`src/rtl/display_pkg.sv`:
```
// -----------------------------------------------------------------------------
// display_pkg
//
// Purpose:
//   Shared definitions for the sprite display command path: the layout of a
//   32-bit command word, the well-known action codes, the scheduler state
//   type and a helper that stamps the back-buffer index into a command word.
//
// Contents:
//   CMD_*_LSB / CMD_*_W  field positions and widths inside a command word
//   ACTION_*             action codes (NOP, WRITE, SWAP)
//   sched_state_t        frame_cmd_scheduler FSM states
//   cmd_word_t           packed view of a command word
//   stamp_toggle()       returns a word with one bit forced to a given value
// -----------------------------------------------------------------------------
package display_pkg;

    localparam int CMD_W = 32;

    localparam int CMD_COMPONENT_LSB   = 26;
    localparam int CMD_COMPONENT_W     = 6;
    localparam int CMD_CHILD_LSB       = 21;
    localparam int CMD_CHILD_W         = 5;
    localparam int CMD_ACTION_LSB      = 17;
    localparam int CMD_ACTION_W        = 4;
    localparam int CMD_ACTION_TYPE_LSB = 14;
    localparam int CMD_ACTION_TYPE_W   = 3;
    localparam int CMD_TOGGLE_BIT      = 13;
    localparam int CMD_DATA_LSB        = 0;
    localparam int CMD_DATA_W          = 13;

    localparam logic [CMD_ACTION_W-1:0] ACTION_NOP   = 4'h0;
    localparam logic [CMD_ACTION_W-1:0] ACTION_WRITE = 4'h1;
    localparam logic [CMD_ACTION_W-1:0] ACTION_SWAP  = 4'hF;

    typedef enum logic [0:0] {
        DRAIN       = 1'b0,
        WAIT_VBLANK = 1'b1
    } sched_state_t;

    typedef struct packed {
        logic [CMD_COMPONENT_W-1:0]   component;
        logic [CMD_CHILD_W-1:0]       child;
        logic [CMD_ACTION_W-1:0]      action;
        logic [CMD_ACTION_TYPE_W-1:0] action_type;
        logic                         buffer_toggle;
        logic [CMD_DATA_W-1:0]        data;
    } cmd_word_t;

    // Mask-and-or rather than a variable bit select so the position can be
    // any elaboration-time integer without index-width mismatches.
    function automatic logic [CMD_W-1:0] stamp_toggle(
        input logic [CMD_W-1:0] word,
        input int               pos,
        input logic             value
    );
        logic [CMD_W-1:0] one_hot;
        logic [CMD_W-1:0] value_bit;
        one_hot   = {{(CMD_W-1){1'b0}}, 1'b1} << pos;
        value_bit = {{(CMD_W-1){1'b0}}, value} << pos;
        return (word & ~one_hot) | value_bit;
    endfunction

endpackage

```
`src/rtl/cmd_fifo.sv`:
```
// -----------------------------------------------------------------------------
// cmd_fifo
//
// Purpose:
//   Synchronous show-ahead FIFO holding software command words until the
//   scheduler issues them. The head entry is always visible on dout, so the
//   scheduler can inspect a word before deciding whether to pop it.
//
// Ports:
//   clk, reset   clock and asynchronous active-high reset (flushes pointers)
//   push, din    write request and data; a push into a full FIFO is only
//                taken when a pop happens in the same cycle
//   pop          remove the head entry (ignored when empty)
//   dout         current head entry (undefined content when empty)
//   full, empty  occupancy flags
//   level        current number of stored entries (0..DEPTH)
// -----------------------------------------------------------------------------
module cmd_fifo #(
    parameter int WIDTH = 32,
    parameter int DEPTH = 16
) (
    input  logic                     clk,
    input  logic                     reset,
    input  logic                     push,
    input  logic                     pop,
    input  logic [WIDTH-1:0]         din,
    output logic [WIDTH-1:0]         dout,
    output logic                     full,
    output logic                     empty,
    output logic [$clog2(DEPTH):0]   level
);

    localparam int AW = $clog2(DEPTH);

    logic [WIDTH-1:0] mem_q [DEPTH];
    logic [AW:0]      wr_ptr_q, wr_ptr_d;
    logic [AW:0]      rd_ptr_q, rd_ptr_d;
    logic             push_ok;
    logic             pop_ok;

    // Pointers carry one extra wrap bit so full and empty are told apart by
    // the difference alone.
    assign level = wr_ptr_q - rd_ptr_q;
    assign full  = (level == (AW + 1)'(DEPTH));
    assign empty = (level == '0);
    assign dout  = mem_q[rd_ptr_q[AW-1:0]];

    // A full FIFO can still accept a word when the head leaves that cycle.
    always_comb begin
        pop_ok   = pop && !empty;
        push_ok  = push && (!full || pop_ok);
        wr_ptr_d = wr_ptr_q + (push_ok ? (AW + 1)'(1) : '0);
        rd_ptr_d = rd_ptr_q + (pop_ok  ? (AW + 1)'(1) : '0);
    end

    always_ff @(posedge clk or posedge reset) begin
        if (reset) begin
            wr_ptr_q <= '0;
            rd_ptr_q <= '0;
        end else begin
            wr_ptr_q <= wr_ptr_d;
            rd_ptr_q <= rd_ptr_d;
        end
    end

    // Storage needs no reset: only entries between the pointers are visible.
    always_ff @(posedge clk) begin
        if (push_ok) begin
            mem_q[wr_ptr_q[AW-1:0]] <= din;
        end
    end

endmodule

```
`src/rtl/frame_cmd_scheduler.sv`:
```
// -----------------------------------------------------------------------------
// frame_cmd_scheduler
//
// Purpose:
//   Buffers software command words and issues at most one per clock onto the
//   shared writedata bus feeding every sprite display component. Each issued
//   word carries the current back-buffer index in its toggle bit. A commit
//   word (action SWAP) is held until the start of vertical blank and then
//   issued as the single swap word that flips the ping/pong buffers, so a
//   flip never tears a frame. Words queued behind a commit belong to the
//   next frame and wait for the swap.
//
// Ports:
//   clk, reset        clock and asynchronous active-high reset
//   avs_write         Avalon write strobe
//   avs_writedata     command word from software
//   avs_waitrequest   stalls the write while the FIFO is full
//   hcount, vcount    current VGA pixel column / line
//   writedata         registered command bus, zero (NOP) when idle
//   front_buf         buffer index currently being displayed
//   commit_pending    a commit reached the head and waits for vblank
//   fifo_level        current FIFO occupancy
//   missed_frames     saturating count of vblank starts passed while waiting
// -----------------------------------------------------------------------------
module frame_cmd_scheduler
    import display_pkg::*;
#(
    parameter int         FIFO_DEPTH  = 16,
    parameter logic [9:0] VBLANK_LINE = 10'd480,
    parameter int         ACTION_LSB  = CMD_ACTION_LSB,
    parameter int         TOGGLE_BIT  = CMD_TOGGLE_BIT
) (
    input  logic                          clk,
    input  logic                          reset,
    input  logic                          avs_write,
    input  logic [CMD_W-1:0]              avs_writedata,
    output logic                          avs_waitrequest,
    input  logic [9:0]                    hcount,
    input  logic [9:0]                    vcount,
    output logic [CMD_W-1:0]              writedata,
    output logic                          front_buf,
    output logic                          commit_pending,
    output logic [$clog2(FIFO_DEPTH):0]   fifo_level,
    output logic [7:0]                    missed_frames
);

    sched_state_t             state_q, state_d;
    logic [CMD_W-1:0]         writedata_q, writedata_d;
    logic                     front_buf_q, front_buf_d;
    logic                     commit_pending_q, commit_pending_d;
    logic [7:0]               missed_frames_q, missed_frames_d;
    logic [9:0]               vcount_prev_q, vcount_prev_d;

    logic [CMD_W-1:0]         fifo_dout;
    logic                     fifo_full;
    logic                     fifo_empty;
    logic                     fifo_push;
    logic                     fifo_pop;
    logic                     head_is_swap;
    logic                     vblank_start;
    logic                     unused_hcount;

    // Scheduling is decided per line only; the column is part of the bus
    // interface but plays no role here.
    assign unused_hcount = ^hcount;

    cmd_fifo #(
        .WIDTH (CMD_W),
        .DEPTH (FIFO_DEPTH)
    ) u_cmd_fifo (
        .clk   (clk),
        .reset (reset),
        .push  (fifo_push),
        .pop   (fifo_pop),
        .din   (avs_writedata),
        .dout  (fifo_dout),
        .full  (fifo_full),
        .empty (fifo_empty),
        .level (fifo_level)
    );

    assign head_is_swap = (fifo_dout[ACTION_LSB +: CMD_ACTION_W] == ACTION_SWAP);

    // Rising into the blank line: a line already at VBLANK_LINE out of reset
    // does not count, because the previous line resets to VBLANK_LINE.
    assign vblank_start = (vcount == VBLANK_LINE) && (vcount_prev_q != VBLANK_LINE);

    // A full FIFO releases the master in the cycle the head is popped, so the
    // stalled word is taken on the same edge the slot frees up.
    assign avs_waitrequest = fifo_full && !fifo_pop;
    assign fifo_push       = avs_write && !avs_waitrequest;

    assign writedata       = writedata_q;
    assign front_buf       = front_buf_q;
    assign commit_pending  = commit_pending_q;
    assign missed_frames   = missed_frames_q;

    // Next-state and issue logic. writedata defaults to NOP so every issued
    // command is a single-cycle pulse.
    always_comb begin
        state_d          = state_q;
        writedata_d      = '0;
        front_buf_d      = front_buf_q;
        commit_pending_d = commit_pending_q;
        missed_frames_d  = missed_frames_q;
        vcount_prev_d    = vcount;
        fifo_pop         = 1'b0;

        case (state_q)
            DRAIN: begin
                if (!fifo_empty) begin
                    if (head_is_swap) begin
                        commit_pending_d = 1'b1;
                        state_d          = WAIT_VBLANK;
                    end else begin
                        fifo_pop    = 1'b1;
                        writedata_d = stamp_toggle(fifo_dout, TOGGLE_BIT, ~front_buf_q);
                    end
                end
            end

            WAIT_VBLANK: begin
                if (vblank_start && !fifo_empty) begin
                    fifo_pop         = 1'b1;
                    writedata_d      = stamp_toggle(fifo_dout, TOGGLE_BIT, ~front_buf_q);
                    front_buf_d      = ~front_buf_q;
                    commit_pending_d = 1'b0;
                    state_d          = DRAIN;
                end else if (vblank_start && (missed_frames_q != 8'hFF)) begin
                    // Only reachable once a deadline mode lets a blank pass
                    // without swapping; the first blank always swaps today.
                    missed_frames_d = missed_frames_q + 8'd1;
                end
            end

            default: begin
                state_d = DRAIN;
            end
        endcase
    end

    // State register; reset drops any pending commit and returns to buffer 0.
    always_ff @(posedge clk or posedge reset) begin
        if (reset) begin
            state_q          <= DRAIN;
            writedata_q      <= '0;
            front_buf_q      <= 1'b0;
            commit_pending_q <= 1'b0;
            missed_frames_q  <= '0;
            vcount_prev_q    <= VBLANK_LINE;
        end else begin
            state_q          <= state_d;
            writedata_q      <= writedata_d;
            front_buf_q      <= front_buf_d;
            commit_pending_q <= commit_pending_d;
            missed_frames_q  <= missed_frames_d;
            vcount_prev_q    <= vcount_prev_d;
        end
    end

endmodule
```
`config.mk`:
```
export PLATFORM = sky130hd
export DESIGN_NAME = frame_cmd_scheduler
export DESIGN_NICKNAME = d
export VERILOG_FILES = /design/src/rtl/display_pkg.sv /design/src/rtl/cmd_fifo.sv /design/src/rtl/frame_cmd_scheduler.sv
export SDC_FILE = /design/constraint.sdc
export NUM_CORES = 1
export LEC_CHECK = 0
export BUFFER_PORTS_ARGS = -buffer_cell sky130_fd_sc_hd__buf_2
export CORE_MARGIN = 2
export CORE_UTILIZATION = 60
export DETAILED_ROUTE_END_ITERATION = 10
export PLACE_DENSITY = 0.78
export SLEW_MARGIN = 20
export SYNTH_ARGS = -nofsm -noshare
export SYNTH_HDL_FRONTEND = slang
export SYNTH_HIERARCHICAL = 1
export SYNTH_SLANG_ARGS = --single-unit
```
`constraint.sdc`:
```
create_clock -name clk -period 8.4 [get_ports clk]
set_input_delay 0.84 -clock clk [delete_from_list [all_inputs] [get_ports clk]]
set_output_delay 0.84 -clock clk [all_outputs]
set_load 0.005 [all_outputs]
```
# [Word level (Yosys, flattened, before mapping)]
# Memories as Yosys holds them, arrays and structs flattened.
# Index checks and enable logic that the tools add are counted.
[word_totals] reg_bits=63 latch_bits=0 ramBits=512 romBits=0 inputBits=55 out_inout_bits=48 mem_count=1
[mem_list] name="u_cmd_fifo.mem_q" depth=16 word_bits=32 rd=1 rd_ports_with_merged_regs=0 write_ports=1 line="cmd_fifo.sv:35" text="logic [WIDTH-1:0] mem_q [DEPTH];"
[op_classes] n_addsub=4 mul=0 div_mod_pow=0 magnitude_cmp=0 eq_ne=8 shift=0 muxes=20 bitwise_logic=4 reduce_logical=16
[ops] op="$mux 32" n=3
[ops] op="$pmux 32 s2" n=1
[ops] op="$or 32x14->32" n=1
[ops] op="$mux 1" n=13
[ops] op="$add 5x5->5" n=2
[ops] op="$eq 10x9->1 const B" n=1
[ops] op="$ne 10x9->1 const B" n=1
[ops] op="$add 8x1->8 const B" n=1
[ops] op="$ne 8x8->1 const B" n=1
[ops] op="$logic_and 1x1->1" n=7
[ops] op="$pmux 1 s2" n=3
[ops] op="$reduce_and 3->1" n=2
[ops] op="$eq 5x5->1 const B" n=1
[ops] op="$logic_not 5->1" n=1
[ops] op="$sub 5x5->5" n=1
[ops] op="$eq 4x4->1 const B" n=1
[ops] op="$logic_not 1->1" n=4
[ops] op="$ne 2x2->1 const B" n=2
[ops] op="$not 1->1" n=3
[ops] op="$ne 2x1->1 const B" n=1
[ops] op="$reduce_and 2->1" n=1
[ops] op="$logic_or 1x1->1" n=1

# [Depth between registers and ports, before layout]
# Gate-level depths: netlist (run 1).
[depth] word_depth=13 depth_mapped=20 depth_no_buf=17

# [Modules after synthesis]
# The synthesis (run 1) kept the hierarchy.
[by_module_without_submodules] mod="cmd_fifo" instances=1 cells_per_inst=788 area_per_inst_um2=20038.0 seq_area_each_um2=15625.0
[by_module_without_submodules] mod="frame_cmd_scheduler" instances=1 cells_per_inst=132 area_per_inst_um2=1865.5 seq_area_each_um2=1331.3

# [Worst setup path after synthesis (run 1)]
# OpenSTA, ideal clock, no wires.
[synth_timing] path_kind="register to register" from="reg u_cmd_fifo.rd_ptr_q[1]" to="mem u_cmd_fifo.mem_q[0][0] (enable)" setup_time_ns=0.501 t_arrival_ns=6.405 required_ns=7.899 setup_slack_ns=1.494 stages_incl_launch_ff=15 path_buffers=3 period_less_slack_ns=6.906 cell_sequence="dfrtp_1 buf_2 buf_1 inv_1 ha_1 nand2_1 o21ai_0 xor2_1 nor3_1 nand4b_1 a21boi_4 buf_6 a21boi_0 or3b_2 nor4_1"
[synth_between] elab_chain_cells=13 word_cells_on_any_way=21 classes_between="1 x add/sub; 2 x eq/ne; 6 x mux; 11 x reduce/logical; 1 x memory"
[synth_rtl] item="start: declaration" line="cmd_fifo.sv:37" text="logic [AW:0] rd_ptr_q, rd_ptr_d;"
[synth_rtl] item="start signal: assignment" line="cmd_fifo.sv:62" text="rd_ptr_q <= rd_ptr_d;"
[synth_rtl] item="$sub 5x5->5 *" line="cmd_fifo.sv:43" text="assign level = wr_ptr_q - rd_ptr_q;"
[synth_rtl] item="net fifo_level[3]" line="frame_cmd_scheduler.sv:43" text="output logic [$clog2(FIFO_DEPTH):0] fifo_level,"
[synth_rtl] item="$logic_not 5->1 *" line="cmd_fifo.sv:45" text="assign empty = (level == '0);"
[synth_rtl] item="net fifo_empty" line="frame_cmd_scheduler.sv:56" text="logic fifo_empty;"
[synth_rtl] item="$logic_not 1->1" line="frame_cmd_scheduler.sv:123" text="if (vblank_start && !fifo_empty) begin"
[synth_rtl] item="$logic_and 1x1->1" line="frame_cmd_scheduler.sv:123"
[synth_rtl] item="$mux 1" line="frame_cmd_scheduler.sv:123"
[synth_rtl] item="$pmux 1 s2 *" line="frame_cmd_scheduler.sv:109" text="case (state_q)"
[synth_rtl] item="$logic_not 1->1 *" line="frame_cmd_scheduler.sv:90" text="assign avs_waitrequest = fifo_full && !fifo_pop;"
[synth_rtl] item="$logic_and 1x1->1 *" line="frame_cmd_scheduler.sv:90"
[synth_rtl] item="$logic_not 1->1 *" line="frame_cmd_scheduler.sv:91" text="assign fifo_push = avs_write && !avs_waitrequest;"
[synth_rtl] item="$logic_and 1x1->1 *" line="frame_cmd_scheduler.sv:91"
[synth_rtl] item="net fifo_push" line="frame_cmd_scheduler.sv:57" text="logic fifo_push;"
[synth_rtl] item="$logic_and 1x1->1 *" line="cmd_fifo.sv:51" text="push_ok = push && (!full || pop_ok);"
[synth_rtl] item="$mux 1 *" line="cmd_fifo.sv:68" text="if (push_ok) begin"
[synth_rtl] item="$mux 1 (not written as such) *" line="cmd_fifo.sv:69" text="mem_q[wr_ptr_q[AW-1:0]] <= din;"
[synth_rtl] item="end: declaration" line="cmd_fifo.sv:35"
# Mark *: on every way through the listed nets, which the timed path passes. The rest lies on a longest branch.

# [Worst setup path in the final report (run 1)]
[layout_timing] from="reg u_cmd_fifo.rd_ptr_q[0]" to="mem u_cmd_fifo.mem_q[7][31] (enable)"
[layout_between] word_cells_on_any_way=21 classes_between="1 x add/sub; 2 x eq/ne; 6 x mux; 11 x reduce/logical; 1 x memory"
[layout_rtl] item="$mem_v2 16x32"
[layout_rtl] item="net fifo_dout[20]" line="frame_cmd_scheduler.sv:54" text="logic [CMD_W-1:0] fifo_dout;"
[layout_rtl] item="$eq 4x4->1" line="frame_cmd_scheduler.sv:82" text="assign head_is_swap = (fifo_dout[ACTION_LSB +: CMD_ACTION_W] == ACTION_SWAP);"
[layout_rtl] item="$mux 1" line="frame_cmd_scheduler.sv:112" text="if (head_is_swap) begin"
[layout_rtl] item="$mux 1" line="frame_cmd_scheduler.sv:111" text="if (!fifo_empty) begin"
[layout_rtl] item="$pmux 1 s2" line="frame_cmd_scheduler.sv:109"
[layout_rtl] item="$logic_not 1->1" line="frame_cmd_scheduler.sv:90"
[layout_rtl] item="$logic_and 1x1->1" line="frame_cmd_scheduler.sv:90"
[layout_rtl] item="$logic_not 1->1" line="frame_cmd_scheduler.sv:91"
[layout_rtl] item="$logic_and 1x1->1" line="frame_cmd_scheduler.sv:91"
[layout_rtl] item="net fifo_push" line="frame_cmd_scheduler.sv:57"
[layout_rtl] item="$logic_and 1x1->1" line="cmd_fifo.sv:51"
[layout_rtl] item="$mux 1" line="cmd_fifo.sv:68"
[layout_rtl] item="$mux 1 (not written as such)" line="cmd_fifo.sv:69"
# The timed path passes the listed nets, and every way through them passes these cells.

==> impl_metrics.yaml, run 1 <==
cells_and_area:
  mostFrequentLayoutCell: "edfxtp_1"
  final_cell_mix: "edfxtp_1 (496), mux4_2 (131), buf_2 (91), dfrtp_1 (56), clkbuf_16 (53)"
  drive_gt1_share_pct: 33.3
  syn2layout_area_growth_pct: 13.0
  fin_nets: 1098
critical_path:
  crit_path_end: "u_cmd_fifo/mem_q[7][31]"
  cp_num_cells: 9
  worstPathRequired_ns: 8.61
  rrSetupSlack_ns: 2.72
  cpMostUsedCell: "buf_4"
  critPathKind: "reg2reg"
  r2r_start: "u_cmd_fifo/rd_ptr_q[0]"
  startpoint: "u_cmd_fifo/rd_ptr_q[0]"
  crit_path_start_kind: "flip-flop"
  cp_top_family: "simple AND/OR/NAND/NOR gates"
  rr_worst_depth: 9
  path_cells: "buf_4 -> mux4_1 -> mux4_2 -> nand4_1 -> a21boi_4 -> a21boi_0 -> nand3b_1 -> nor3_2 -> buf_4"
  crit_buf_inv: 2
  slowest_stage: "dfrtp_4"
  r2r_end: "u_cmd_fifo/mem_q[7][31]"
  endpoint_kind: "flip-flop"
  cp_data_arrival_time_ns: 5.89
  cp_max_fo: 30
  max_stage_delay_ns: 0.80
cts:
  cts_sinks: 559
  cts_hold_buf: 0
  cts.repair.resized: 0
  clock_latency_ns: 0.58
  cts_tree: "yes"
  cts_buffer_depth: 3
  numCtsBuffers: 52
  postCtsSetupRepairBufs: 0
  clkTransAtPathRegs_ns: 0.06
  cts_root_buffer: "clkbuf_16"
  htree_levels: 2
die:
  io_pins: 103
  std_cell_rows: 69
  chipHeight_um: 192
  start_util_pct: 60.4
  die_area_um2: 37000
  die_x_um: 192
  core_area_um2: 35300
timing:
  hold_violations: 0
  relSlewSlack_pct: 35.7
  worst_pin_slew_ns: 0.959
  fmax_mhz: 176
  fin_ws_ns: 2.72
  rsz0062_at_grt: "false"
  post-route-period-util_pct: 67.6
  slew_violations: 0
  setup_viol: 0
  layout_min_cycle_time_ns: 5.68
  worst_clock_skew_ns: 0.0214
  hold-worst-slack_ns: 0.270
  tns_ns: 0
synth:
  syn_inst: 899
  netlist_area_um2: 21300
  yosysWarnings: 6
  synth.net_count: 964
  syn_area_per_cell_um2: 23.7
grt:
  grt_max_degree: 54
  overflow: 0
  track_usage_pct: 24.8
  met1_usage_pct: 33.0
  grt_util_met2_pct: 42.6
  grt_busiest_layer: "met2"
  use_met3_pct: 4.06
  grt_pass1_wl_um: 65000
  grt_pass1_vias: 10183
  antenna_found_initial: 2
placement:
  io_buffers: 91
  hpwlAfterDp_um: 21700
  post-place-ws_ns: 2.69
  gp_congestion: 0.759
detailed_routing:
  drt-initial-drc-count: 769
  first_pass_iters: 5
  dr_total_vias: 9726
  wl_per_cell_um: 28.5
  wl_um: 43900
  viasPerCell: 6.32
  drcViolationCount: 0
  final_antenna_net_count: 0
pwr:
  ir_worst_vdd_v: 0.000217
  p_per_area_nw_per_um2: 336
  p_leak_uw: 0.00817
hold_path:
  hold_path_class: "in2async"
outcome:
  status: "finished, final reports clean"
run:
  cap_viol_max_count: 0
flip-flops by register name (all words and copies together) (netlist names):
| signal | count |
|---|---|
| missed_frames | 8 |
| vcount_prev_q | 10 |
| u_cmd_fifo/rd_ptr_q | 5 |
| u_cmd_fifo/wr_ptr_q | 5 |
| front_buf | 1 |
| u_cmd_fifo/mem_q | 496 |
| commit_pending | 1 |
| writedata | 32 |
| state_q | 1 |
worst reg2reg max path, delay by kind of cell (launching register included):
family,cells,cell delay (ns)
flip-flops,1,0.80
AO/OA/AOI/OAI,2,0.74
multiplexers,2,1.18
buffers and inverters,2,1.16
AND/OR/NAND/NOR,3,1.43
per-layer routing:
layer / vias up / wire (µm)
li1: 4051 / -
met1: 5178 / 16500
met2: 430 / 23200
met3: 65 / 3210
met4: 2 / 1040
met5: - / 16
per-stage QoR:
step / std cells / utilization [%] / area, µm² / total power (µW)
finish: 1539 / 68.2 / 24100 / 8090
global route: 1538 / 68.2 / 24100 / 8410
CTS: 1538 / 68.2 / 24100 / 8170
detailed placement: 1440 / 63.4 / 22400 / 5840
global placement: 1440 / 63.4 / 22400 / 5770
floorplan: 899 / - / 21300 / 5210
area by class of cell:
class                           instances  area, µm²
Antenna cell                            1       2.50
Timing Repair Buffer                  121        681
Clock buffer                           73       1450
Inverter                               13       48.8
Fill cell                            2075      11200
Multi-Input combinational cell        286       4600
Tap cell                              461        577
Sequential cell                       559      16500
Clock inverter                         25        239
worst min-delay path by stage:
| stage | startpoint | end | slack (ns) | cells after the start |
|---|---|---|---|---|
| after global placement | missed_frames[6] | missed_frames[6] | 0.48 | 1 |
| after detailed placement | missed_frames[6] | missed_frames[6] | 0.48 | 1 |
| after CTS | reset | u_cmd_fifo/rd_ptr_q[2] | 0.26 | 2 |
| after floorplan | front_buf | writedata[13] | 0.46 | 1 |
| final | reset | u_cmd_fifo/rd_ptr_q[2] | 0.27 | 2 |
| after global routing | reset | u_cmd_fifo/rd_ptr_q[2] | 0.29 | 2 |
where the power goes:
part           leakage, µW  internal (µW)  switching, µW  total (µW)
sequential         0.00528           3400            195        3590
clock             0.000812           1330            970        2300
combinational      0.00209           1090           1100        2190
total              0.00817           5820           2270        8090
Note: power is estimated with default switching activity, not from simulation.
==> inputs of run 2 (changes only) <==
--- a/config.mk
+++ b/config.mk
@@ -7,9 +7,9 @@
 export LEC_CHECK = 0
 export BUFFER_PORTS_ARGS = -buffer_cell sky130_fd_sc_hd__buf_2
 export CORE_MARGIN = 2
-export CORE_UTILIZATION = 60
+export CORE_UTILIZATION = 55
 export DETAILED_ROUTE_END_ITERATION = 10
-export PLACE_DENSITY = 0.78
+export PLACE_DENSITY = 0.75
 export SLEW_MARGIN = 20
 export SYNTH_ARGS = -nofsm -noshare
 export SYNTH_HDL_FRONTEND = slang
==> constraint.sdc (replaced) <==
create_clock -name clk -period 4.77 [get_ports clk]
set_input_delay 0.477 -clock clk [delete_from_list [all_inputs] [get_ports clk]]
set_output_delay 0.477 -clock clk [all_outputs]
set_load 0.005 [all_outputs]
==> run 2 against run 1 <==
Compared with the run above: non-clock buffer count is 21 higher; final cell count grew 5.1%; core utilization down 4.8 points; largest cell class unchanged; largest power group unchanged; combinational power is 89% higher; die area rose by 8.9%; total power increased by 77%.
==> impl_metrics.yaml, run 2 (same netlist as run 1, synthesis figures left out) <==
outcome:
  status: "finished, final reports clean"
hold_path:
  hold_path_class: "in2reg"
  hold_depth: 1
cells_and_area:
  syn2layout_area_growth_pct: 14.6
  largest_reg_flops: 496
  mostFrequentLayoutCell: "edfxtp_1"
  utilization_pct: 63.5
  fin_area_um2: 24400
  final_cell_mix: "edfxtp_1 (496), mux4_2 (131), buf_2 (91), dfrtp_1 (56), clkbuf_16 (55)"
  fillers: 2522
  antenna_cells: 0
  drive_gt1_share_pct: 34.4
  fin_nets: 1120
timing:
  setup_viol: 0
  fmax_mhz: 228
  layout_min_cycle_time_ns: 4.38
  post-route-period-util_pct: 91.8
  worst_pin_slew_ns: 0.803
  hold_violations: 0
  slew_violations: 0
  worst_clock_skew_ns: 0.0138
  relSlewSlack_pct: 46.4
  tns_ns: 0
  rsz0062_at_grt: "false"
critical_path:
  max_stage_delay_ns: 0.50
  cp_max_fo: 33
  cp_data_arrival_time_ns: 3.90
  slowest_stage: "dfrtp_4"
  endpoint_kind: "primary output"
  crit_buf_inv: 2
  crit_path_start_kind: "flip-flop"
  cp_top_family: "simple AND/OR/NAND/NOR gates"
  path_cells: "ha_1 -> fa_1 -> xnor2_1 -> or3_1 -> nor3_2 -> nand4b_1 -> a21boi_4 -> buf_4 -> and2_1 -> buf_2"
  worstPathRequired_ns: 4.29
  rr_worst_depth: 10
  cp_num_cells: 10
  critPathKind: "reg2out"
detailed_routing:
  wl_met3_um: 2830
  drt-initial-drc-count: 1032
  wl_um: 42600
  final_antenna_net_count: 0
  dr_total_vias: 9668
  wl_met2_um: 21600
  viasPerCell: 5.98
  first_pass_iters: 7
  drcViolationCount: 0
  wl_met1_um: 17000
  highest_layer: "met5"
  wl_per_cell_um: 26.3
cts:
  cts_buffer_depth: 3
  clock_latency_ns: 0.58
  cts_tree: "yes"
  clkTransAtPathRegs_ns: 0.06
  numCtsBuffers: 53
  cts_root_buffer: "clkbuf_16"
  htree_levels: 2
  cts_sinks: 559
  postCtsSetupRepairBufs: 0
grt:
  overflow: 0
  antenna_found_initial: 2
  grt_max_degree: 55
  grt_pass1_wl_um: 64000
  track_usage_pct: 21.7
  grt_pass1_vias: 10092
die:
  start_util_pct: 55.4
  chipHeight_um: 201
  core_area_um2: 38500
  std_cell_rows: 72
  die_x_um: 201
  die_area_um2: 40300
  io_pins: 103
placement:
  gp_congestion: 0.753
  place_area_um2: 22700
  hpwlAfterDp_um: 23100
  io_buffers: 91
pwr:
  p_per_area_nw_per_um2: 587
  ir_worst_vdd_v: 0.000348
  p_leak_uw: 0.00831
run:
  cap_viol_max_count: 0
[run 2: cell types whose count changed in the layout (fill, tap and decap cells not counted), sizes merged]
| cell | change |
|---|---|
| clkinvlp | -4 |
| dlygate4sd3 | +4 |
| diode | -1 |
| clkbuf | -11 |
| clkinv | +16 |
| buf | +17 |
[run 2: report_power, final]
part | leakage (µW) | switching, µW | internal, µW
registers | 0.00528 | 174 | 5980
clock network | 0.000834 | 1740 | 2310
logic | 0.00220 | 2140 | 2000
[run 2: stage by stage]
| stage | hold slack (ns) | setup slack [ns] | power [µW] | cells |
|---|---|---|---|---|
| final | 0.0289 | 0.391 | 14300 | 1617 |
| after global routing | 0.00367 | 0.105 | 15000 | 1617 |
| after CTS | 0.00236 | 0.0478 | 14500 | 1617 |
| after detailed placement | 0.473 | 0.423 | 10400 | 1514 |
| after global placement | 0.462 | 0.474 | 10300 | 1514 |
| after floorplan | 0.317 | -0.801 | 9200 | 899 |
[run 2: routing by layer]
metal | up-vias | GRT usage [%]
li1 | 4106 | -
met2 | 371 | 36.1
met3 | 74 | 3.54
met4 | 4 | 6.22
met5 | - | 0
met1 | 5113 | 30.2
[run 2: final cells by class]
cell class                 count  area (µm²)  area share (%)
clock inverter                37         280            1.15
inverter                      13        48.8           0.200
sequential                   559       16500            67.5
tap                          518         648            2.65
timing repair buffer         142         886            3.63
multi-input combinational    286        4660            19.1
clock buffer                  62        1400            5.75
[run 2: worst paths after layout]
path	startpoint	end	slack, ns
worst min register to register	front_buf	writedata[13]	0.48
min in group asynchronous	reset	u_cmd_fifo/wr_ptr_q[0]	0.46
worst min-delay path	vcount[6]	vcount_prev_q[6]	0.03
worst max-delay path	u_cmd_fifo/rd_ptr_q[0]	avs_waitrequest	0.39
worst max register to register	u_cmd_fifo/rd_ptr_q[0]	u_cmd_fifo/mem_q[1][15]	0.51
max in group asynchronous	reset	vcount_prev_q[6]	3.25
[run 2: worst register-to-register path, delay by kind of cell, from the launching register on]
family | cells | cell delay (ns)
mux | 2 | 1.22
flops | 1 | 0.43
simple gates | 3 | 1.01
compound gates | 2 | 0.32
buf+inv | 3 | 0.91
[run 2: what timing repair did]
item	in CTS	in global routing
hold buffers	4	0
endpoints found under the setup margin	0	1
hold endpoints to repair	13	0
resized for setup	0	1
==> inputs of run 3 (changes only) <==
==> constraint.sdc (replaced) <==
create_clock -name clk -period 4.77 [get_ports clk]
set_input_delay 0 -clock clk [delete_from_list [all_inputs] [get_ports clk]]
set_output_delay 0 -clock clk [all_outputs]
set_load 0.005 [all_outputs]
==> run 3 against run 2 <==
Compared with the run above: combinational power grew 1%; total power is 1.2% higher; worst hold slack gained 0.0096 ns; clock-buffer cell count grew 6; cell area is 1.8% higher; clock skew up 0.00073 ns; via count increased by 1.9%; maximum frequency decreased by 0.51%; core utilization is 1.2 points higher; sequential power hardly changed; non-clock buffer count up 39; first-iteration DRC count shrank 3.9%.
==> impl_metrics.yaml, run 3 (same netlist as run 1, synthesis figures left out) <==
outcome:
  status: "finished, final reports clean"
timing:
  post-route-period-util_pct: 92.3
  fmax_mhz: 227
  rsz0062_at_grt: "false"
  setup_viol: 0
  tns_ns: 0
  hold_violations: 0
  slew_violations: 0
  worst_clock_skew_ns: 0.0145
  hold-worst-slack_ns: 0.0385
  relSlewSlack_pct: 40.6
  worst_pin_slew_ns: 0.892
  layout_min_cycle_time_ns: 4.40
cells_and_area:
  drive_gt1_share_pct: 33.4
  final_cell_mix: "edfxtp_1 (496), mux4_2 (131), buf_2 (91), dfrtp_1 (56), clkbuf_16 (54)"
  mostFrequentLayoutCell: "edfxtp_1"
  fin_nets: 1160
  largest_reg_flops: 496
  syn2layout_area_growth_pct: 16.7
placement:
  io_buffers: 91
  hpwlAfterDp_um: 23300
  gp_congestion: 0.737
cts:
  numCtsBuffers: 54
  clkTransAtPathRegs_ns: 0.06
  cts.repair.resized: 0
  cts_root_buffer: "clkbuf_16"
  clock_latency_ns: 0.60
  cts_buffer_depth: 3
  cts_sinks: 559
  cts_tree: "yes"
  htree_levels: 2
pwr:
  p_per_area_nw_per_um2: 583
  ir_worst_vdd_v: 0.000371
  p_leak_uw: 0.00850
  power_uw: 14500
critical_path:
  rrSetupSlack_ns: 0.37
  worstPathRequired_ns: 5.01
  cp_max_fo: 22
  r2r_end: "u_cmd_fifo/mem_q[1][11]"
  critPathKind: "reg2reg"
  endpoint_kind: "flip-flop"
  max_stage_delay_ns: 0.58
  cpMostUsedCell: "buf_4"
  crit_path_start_kind: "flip-flop"
  r2r_start: "u_cmd_fifo/rd_ptr_q[0]"
  cp_data_arrival_time_ns: 4.65
  path_cells: "ha_1 -> fa_1 -> nand2b_1 -> a21oi_1 -> xnor2_1 -> nor3_1 -> buf_4 -> nand4b_1 -> a21boi_4 -> a21boi_1 -> buf_4 -> or3b_2 -> nor3_4 -> buf_4"
  slowest_stage: "or3b_2"
  rr_worst_depth: 14
detailed_routing:
  viasPerCell: 5.93
  wl_um: 44100
  drcViolationCount: 0
  wl_per_cell_um: 26.5
  drt-initial-drc-count: 992
  first_pass_iters: 5
  final_antenna_net_count: 0
  dr_total_vias: 9849
die:
  start_util_pct: 55.4
  io_pins: 103
  die_x_um: 201
  core_area_um2: 38500
  chipHeight_um: 201
  std_cell_rows: 72
  die_area_um2: 40300
run:
  cap_viol_max_count: 0
grt:
  track_usage_pct: 22.6
  antenna_found_initial: 2
  grt_pass1_vias: 10304
  grt_max_degree: 64
  grt_pass1_wl_um: 66200
  use_met3_pct: 3.23
  grt_busiest_layer: "met2"
  grt_util_met2_pct: 38.2
  overflow: 0
  met1_usage_pct: 30.5
hold_path:
  hold_path_class: "in2async"
[run 3: changes by cell type in the layout (fill, tap and decap cells not counted), moves of 2 or more]
| cell | change |
|---|---|
| clkbuf_1 | +3 |
| dlygate4sd3_1 | +39 |
| clkinv_1 | -4 |
| inv_6 | +2 |
| diode_2 | +2 |
| clkbuf_8 | +4 |
[run 3: cell type report]
type	count	area (µm²)
antenna	2	5.00
timing repair buffer	181	1290
inverter	13	48.8
tap	518	648
multi-input combinational	286	4660
fill	2500	13600
sequential	559	16500
clock buffer	68	1440
clock inverter	34	285
[run 3: repair_timing]
action,CTS,global route
hold endpoints to repair,536,0
buffers inserted,0,0
hold buffers,43,0
[run 3: critical path: cells and delay by family, from the launching register on]
kind	cells	cell delay, ns
AO/OA/AOI/OAI	3	0.63
AND/OR/NAND/NOR	5	1.31
buffers and inverters	3	0.75
adder cells (fa/ha/maj)	2	0.63
flip-flops	1	0.52
XOR/XNOR	1	0.20
[run 3: worst max path at each step]
| stage | from | endpoint | slack [ns] | depth (start not counted) |
|---|---|---|---|---|
| final | u_cmd_fifo/rd_ptr_q[0] | u_cmd_fifo/mem_q[1][11] | 0.37 | 14 |
| after CTS | u_cmd_fifo/rd_ptr_q[0] | u_cmd_fifo/mem_q[1][11] | 0.32 | 14 |
| after global routing | u_cmd_fifo/rd_ptr_q[0] | u_cmd_fifo/mem_q[1][8] | 0.12 | 14 |
| after detailed placement | u_cmd_fifo/rd_ptr_q[0] | u_cmd_fifo/mem_q[1][5] | 0.41 | 14 |
| after global placement | u_cmd_fifo/rd_ptr_q[0] | u_cmd_fifo/mem_q[1][19] | 0.48 | 10 |
| after floorplan | u_cmd_fifo/wr_ptr_q[0] | u_cmd_fifo/mem_q[10][0] | -0.80 | 16 |
[run 3: power by group]
part	internal, µW	switching (µW)
registers	5980	189
clock network	2370	1780
logic	2030	2160
[run 3: per-stage QoR]
stage / worst slack [ns] / util, % / instance area, µm² / std cells
after detailed placement: 0.405 / 59.0 / 22700 / 1514
after global routing: 0.118 / 64.6 / 24900 / 1661
final: 0.369 / 64.6 / 24900 / 1661
after global placement: 0.479 / 59.0 / 22700 / 1514
after CTS: 0.315 / 64.6 / 24900 / 1659
after floorplan: -0.801 / - / 21400 / 899
[run 3: routing by layer]
metal	up-vias	part of all wire [%]	wire length, µm
met4	0	3.0	1310
met5	-	0	0
met2	333	52	22800
met1	5247	40	17500
met3	79	5.7	2510
li1	4190	-	-
